### src/rtl/uart_rx.sv
`timescale 1ns/1ps
// UART receiver: start bit, W_MESSAGE data bits LSB first, one stop bit; UART_RX_MAJORITY_EN adds 2-of-3 voting per sample.
// Latency: 3 clocks from rx falling to detection; rx_valid/frame_err arrive one cycle after the mid-stop sample.
// Backpressure: none; each byte is offered for a single cycle and must be taken then.
module uart_rx #(
  parameter int CLK_FREQUENCY = 40_000_000,
  parameter int BITRATE       = 1_000_000,
  parameter int W_PACKAGE     = 10,
  parameter int W_MESSAGE     = 8
) (
  input  logic                 clk,
  input  logic                 arstn,
  input  logic                 rx,
  output logic [W_MESSAGE-1:0] message,
  output logic                 rx_valid,
  output logic                 rx_busy,
  output logic                 frame_err
);

  localparam int CLKS_PER_BIT = CLK_FREQUENCY / BITRATE;
  localparam int HALF         = CLKS_PER_BIT / 2;
  localparam int CW           = $clog2(CLKS_PER_BIT);
  localparam int BW           = $clog2(W_MESSAGE + 1);
`ifdef UART_RX_MAJORITY_EN
  localparam int START_PT     = HALF;
`else
  localparam int START_PT     = HALF - 1;
`endif
  localparam logic [CW-1:0] START_CNT = CW'(START_PT);
  localparam logic [CW-1:0] BIT_CNT   = CW'(CLKS_PER_BIT - 1);
  localparam logic [BW-1:0] LAST_BIT  = BW'(W_MESSAGE - 1);

  generate
    if (W_PACKAGE != W_MESSAGE + 2) begin : g_bad_package
      $error("uart_rx: W_PACKAGE must equal W_MESSAGE + 2");
    end
    if (CLKS_PER_BIT < 4) begin : g_bad_rate
      $error("uart_rx: CLK_FREQUENCY / BITRATE must be at least 4");
    end
  endgenerate

  typedef enum logic [1:0] {IDLE, START, DATA, STOP} state_t;

  state_t                 state, state_nxt;
  logic                   rx_meta, rx_s, rx_d;
  logic [1:0]             flush_cnt;
  logic                   line_rdy, start_edge, at_pt, bit_val;
  logic [CW-1:0]          cnt, cnt_nxt, pt_cnt;
  logic [BW-1:0]          bit_idx, bit_nxt;
  logic [W_MESSAGE-1:0]   shift, shift_nxt, msg_nxt;
  logic                   valid_nxt, ferr_nxt;

  // Edges are ignored until the reset values have left the synchronizer, so a
  // line held low across reset release never looks like a start bit.
  always_ff @(posedge clk or negedge arstn) begin
    if (!arstn) begin
      rx_meta   <= 1'b1;
      rx_s      <= 1'b1;
      rx_d      <= 1'b1;
      flush_cnt <= '0;
    end else begin
      rx_meta   <= rx;
      rx_s      <= rx_meta;
      rx_d      <= rx_s;
      flush_cnt <= flush_cnt + {1'b0, ~line_rdy};
    end
  end

  assign line_rdy   = &flush_cnt;
  assign start_edge = line_rdy & rx_d & ~rx_s;
  assign pt_cnt     = (state == START) ? START_CNT : BIT_CNT;
  assign at_pt      = (cnt == pt_cnt);
  assign rx_busy    = (state != IDLE);

`ifdef UART_RX_MAJORITY_EN
  logic maj_a, maj_b;

  always_ff @(posedge clk or negedge arstn) begin
    if (!arstn) begin
      maj_a <= 1'b1;
      maj_b <= 1'b1;
    end else begin
      if (cnt == pt_cnt - CW'(2)) maj_a <= rx_s;
      if (cnt == pt_cnt - CW'(1)) maj_b <= rx_s;
    end
  end

  assign bit_val = (maj_a & maj_b) | (maj_a & rx_s) | (maj_b & rx_s);
`else
  assign bit_val = rx_s;
`endif

  always_ff @(posedge clk or negedge arstn) begin
    if (!arstn) begin
      state     <= IDLE;
      cnt       <= '0;
      bit_idx   <= '0;
      shift     <= '0;
      message   <= '0;
      rx_valid  <= 1'b0;
      frame_err <= 1'b0;
    end else begin
      state     <= state_nxt;
      cnt       <= cnt_nxt;
      bit_idx   <= bit_nxt;
      shift     <= shift_nxt;
      message   <= msg_nxt;
      rx_valid  <= valid_nxt;
      frame_err <= ferr_nxt;
    end
  end

  always_comb begin
    state_nxt = state;
    cnt_nxt   = cnt + CW'(1);
    bit_nxt   = bit_idx;
    shift_nxt = shift;
    msg_nxt   = message;
    valid_nxt = 1'b0;
    ferr_nxt  = 1'b0;
    case (state)
      IDLE: begin
        cnt_nxt = '0;
        bit_nxt = '0;
        if (start_edge) state_nxt = START;
      end
      START: begin
        if (at_pt) begin
          cnt_nxt   = '0;
          state_nxt = bit_val ? IDLE : DATA;
        end
      end
      DATA: begin
        if (at_pt) begin
          cnt_nxt   = '0;
          shift_nxt = {bit_val, shift[W_MESSAGE-1:1]};
          bit_nxt   = bit_idx + BW'(1);
          if (bit_idx == LAST_BIT) state_nxt = STOP;
        end
      end
      STOP: begin
        // Leave at mid-stop so a start edge half a bit later is still caught.
        if (at_pt) begin
          cnt_nxt   = '0;
          state_nxt = IDLE;
          if (bit_val) begin
            msg_nxt   = shift;
            valid_nxt = 1'b1;
          end else begin
            ferr_nxt  = 1'b1;
          end
        end
      end
      default: state_nxt = IDLE;
    endcase
  end

endmodule

### config.mk
export PLATFORM = sky130hd
export DESIGN_NAME = uart_rx
export DESIGN_NICKNAME = d
export VERILOG_FILES = /design/src/rtl/uart_rx.sv
export SDC_FILE = /design/constraint.sdc
export NUM_CORES = 1
export LEC_CHECK = 0
export CAP_MARGIN = 30
export CORE_UTILIZATION = 60
export CTS_CLUSTER_SIZE = 10
export DETAILED_ROUTE_END_ITERATION = 16
export GPL_TIMING_DRIVEN = 1
export PLACE_DENSITY = 0.88
export SYNTH_ARGS = -nofsm -noshare
export SYNTH_HDL_FRONTEND = slang
export SYNTH_SLANG_ARGS = --single-unit
### constraint.sdc
create_clock -name clk -period 4.1 [get_ports clk]
set_input_delay 0.41 -clock clk [delete_from_list [all_inputs] [get_ports clk]]
set_output_delay 0.41 -clock clk [all_outputs]
set_load 0.005 [all_outputs]
==> impl_results.rst <==
.. list-table::
   :header-rows: 1

   * - Metric
     - Value
   * - Result of the run
     - completed
   * - Ports
     - 14
   * - # setup viols final
     - 0
   * - Layout filler cell count
     - roughly 140
   * - Synthesized Nets
     - ~120
   * - Total routing usage reported by global routing
     - between 20% and 30%
   * - Final global-route overflow total
     - 0
   * - Critical Path Source
     - state[0]$_DFFE_PN0P_
   * - Clk sink count
     - 35
   * - Wirelength per Cell
     - ~15 um
   * - Number of instances in the placed design
     - 150
   * - Y dimension of the die
     - 52.6 um
   * - Area of the mapped netlist
     - between 1500 and 2000 um^2
   * - Worst Tran Pin Value
     - about 500 ps
   * - Number of resized instances in the post-cts repair step
     - 0
   * - Warnings, synthesis
     - 0
   * - Die span in x
     - around 53 um
   * - Routed metal-1 wirelength
     - 1.08 mm
   * - Length of routed met2 wiring
     - 1.08 mm
   * - Post-synthesis async set-or-reset flop share
     - between 90% and 100%
   * - Number of buffers added by the clock tree synthesis step
     - 5
   * - Vias
     - between 800 and 900
   * - CTS max path bufs
     - 2
   * - Setup repair after global routing missed its margin
     - false
   * - Max-cap violation count
     - 0
   * - Gpl congestion
     - roughly 0.86
   * - Max Clock Freq
     - approximately 460 MHz
   * - CTS tree
     - yes
   * - Quantity of I/O buffers inserted on ports
     - 13
   * - First drt pass iteration count
     - 4
   * - Hold wc startpoint
     - rx_meta$_DFF_PN1_
   * - Critical path capture point type
     - output pin
   * - Starting DRC count in detailed routing
     - 26
   * - Avg Inst Size Synth
     - approximately 14 um^2
   * - Hold buffer count at CTS
     - 0
   * - Vias in the first global route
     - slightly below 900
   * - Wire length of the first global-routing pass
     - 3.99 mm
   * - Area used by multi-input combinational logic
     - 607 um^2
   * - Final period utilization
     - between 50% and 60%
   * - Metal3 WL
     - 122 um
   * - HPWL Detailed
     - 1.51 mm
   * - Launching element type of the critical path
     - flip-flop
   * - Data arrival time of the worst path
     - ~1800 ps
   * - Worst hold path class
     - flip-flop to flip-flop
   * - PwrDens
     - just under 500 nW/um^2
   * - Commonest cells after routing, fill and taps aside
     - 32 x sky130_fd_sc_hd__dfrtp_1, 13 x sky130_fd_sc_hd__clkdlybuf4s50_1, 10 x sky130_fd_sc_hd__nor2_1, 9 x sky130_fd_sc_hd__mux2_2, 8 x sky130_fd_sc_hd__mux2_4
   * - Layout overhead on the synthesized area
     - 13.8%
   * - Commonest non-fill, non-tap cell in the layout
     - sky130_fd_sc_hd__dfrtp_1
   * - Residual DRC
     - 0
   * - Vias per Instance
     - between 5 and 6
   * - Final ANT Viol Nets
     - 0
   * - Fin Clk Skew
     - 16.8 ps
   * - Worst EP required
     - 3690 ps
   * - TNS Setup
     - 0 ps
   * - Synth Flop Type
     - sky130_fd_sc_hd__dfrtp_1
   * - Gate count after technology mapping
     - approximately 110
   * - Number of antenna violations at the first check in global routing
     - 0
   * - Reg clk slew, reported paths
     - 90 ps
   * - Largest net degree at the start of global routing
     - 36
   * - Final Hold Violating Endpoints
     - 0
   * - Number of placement rows
     - 17
   * - Floorplan die area
     - between 2000 and 3000 um^2
   * - Number of levels in the clock H-tree
     - 2
   * - Final Slew Violations
     - 0
   * - Cell Count, Final, Fillers Out
     - ~160
   * - Worst-case register-to-register setup slack
     - roughly 2400 ps
   * - Effective utilization at floorplan
     - 66.2%
   * - EDFF count, synth
     - 0
   * - Highest routed metal layer
     - met4
   * - Sequential cell area
     - slightly below 900 um^2
   * - Relative max-transition margin
     - roughly two thirds
   * - WL final
     - 2.34 mm
   * - Placeable Area
     - approximately 2300 um^2
   * - Postcts setup bufs
     - 0
   * - Type of the worst setup path
     - flip-flop to output pin
   * - Peak ir drop on the vdd network
     - 496 uV
   * - Register bit count reported by yosys
     - 35
   * - Pleak
     - slightly above 0.0008 uW
   * - Root buffer cell
     - sky130_fd_sc_hd__clkbuf_4
   * - Latest clock arrival within the worst-skew pair
     - between 300 and 400 ps
   * - Fin crit period
     - 2190 ps
   * - Sequential share of the synthesized area
     - between 50% and 60%
   * - Number of nets at the end of the flow
     - 134
   * - Antenna Diode Count
     - 0
   * - Number of distinct library cells after synthesis
     - 38
   * - Maximum fanout along the worst path
     - 13
   * - Share of cells above drive strength 1
     - between 20% and 30%
-- power by group --
part	leakage, uW	switching (uW)	internal, uW
Combinational	0.000326	82.7	73.4
Clock	0.0000395	108	129
Sequential	0.000452	64.9	385
-- kinds of logic (layout without fill, tap and decap cells) --
logic type / count (synthesis) / in the layout / synth area share, %
compound gates: 11 / 11 / 5.63
buf+inv: 6 / 25 / 3.10
fa+ha+maj: 2 / 2 / 1.63
mux: 19 / 19 / 15.9
flops: 35 / 35 / 57.3
xor+xnor: 3 / 3 / 1.71
simple gates: 35 / 35 / 14.7
-- worst max-delay path, cell delays in order, from the launching register on --
cell and delay (ps):
sky130_fd_sc_hd__dfrtp_1 660, sky130_fd_sc_hd__nor2_1 150, sky130_fd_sc_hd__inv_1 120, sky130_fd_sc_hd__clkdlybuf4s50_1 510
-- sequential cells by signal, indices dropped and copies added, names as in the netlist, named ones only --
register   cells
bit_idx        4
bit_val        1
cnt            6
flush_cnt      2
frame_err      1
message        8
rx_d           1
rx_meta        1
rx_valid       1
shift          8
state          1
-- final timing paths --
path / to / cells after the start
worst max-delay path: rx_busy / 3
worst min-delay path: bit_val$_DFF_PN1_ / 0
worst max register to register: message[6]$_DFFE_PN0P_ / 4
worst min register to register: bit_val$_DFF_PN1_ / 0
max in group asynchronous: rx_meta$_DFF_PN1_ / 2
min in group asynchronous: shift[2]$_DFFE_PN0P_ / 2
-- area by class of cell --
class / instances / area share (%)
timing repair buffer: 14 / 7.89
sequential: 35 / 50.4
tap: 28 / 2.01
clock inverter: 1 / 1.72
inverter: 3 / 0.645
multi-input combinational: 70 / 34.8
clock buffer: 7 / 2.58
-- per-layer routing --
layer  GRT usage [%]  vias to the layer above
met4            10.5                        0
met2            32.9                       19
met5               0                        -
li1                -                      427
met1            27.1                      435
met3            9.57                        7
-- per-stage QoR --
stage	util [%]	hold WS, ps	worst slack, ps	instance area [um^2]	power [uW]
after detailed placement	72.0	347	2300	1670	611
after CTS	75.3	361	1920	1750	851
after floorplan	-	114	2560	1530	573
after global placement	72.0	346	2340	1670	599
final	75.3	359	1910	1750	843
after global routing	75.3	370	1810	1750	896
-- synth_stat cells (2+ instances only) --
master                     count  share of area [%]
sky130_fd_sc_hd__inv_1         3               0.73
sky130_fd_sc_hd__mux2_1        2                1.5
sky130_fd_sc_hd__a21oi_1       2               0.65
sky130_fd_sc_hd__a22o_1        3                1.7
sky130_fd_sc_hd__nand2_1       3               0.73
sky130_fd_sc_hd__xor2_1        2                1.1
sky130_fd_sc_hd__nand2b_1      2               0.82
sky130_fd_sc_hd__mux2_4        8                7.8
sky130_fd_sc_hd__mux2_2        9                6.6
sky130_fd_sc_hd__nand3_1       3               0.98
sky130_fd_sc_hd__a41oi_1       2                1.1
sky130_fd_sc_hd__nor2_1       10                2.4
sky130_fd_sc_hd__nor3b_1       2               0.98
sky130_fd_sc_hd__dfstp_2       3                5.1
sky130_fd_sc_hd__ha_1          2                1.6
sky130_fd_sc_hd__nand4_1       2               0.82
sky130_fd_sc_hd__dfrtp_1      32                 52
Power figures use the tool's default switching activity.
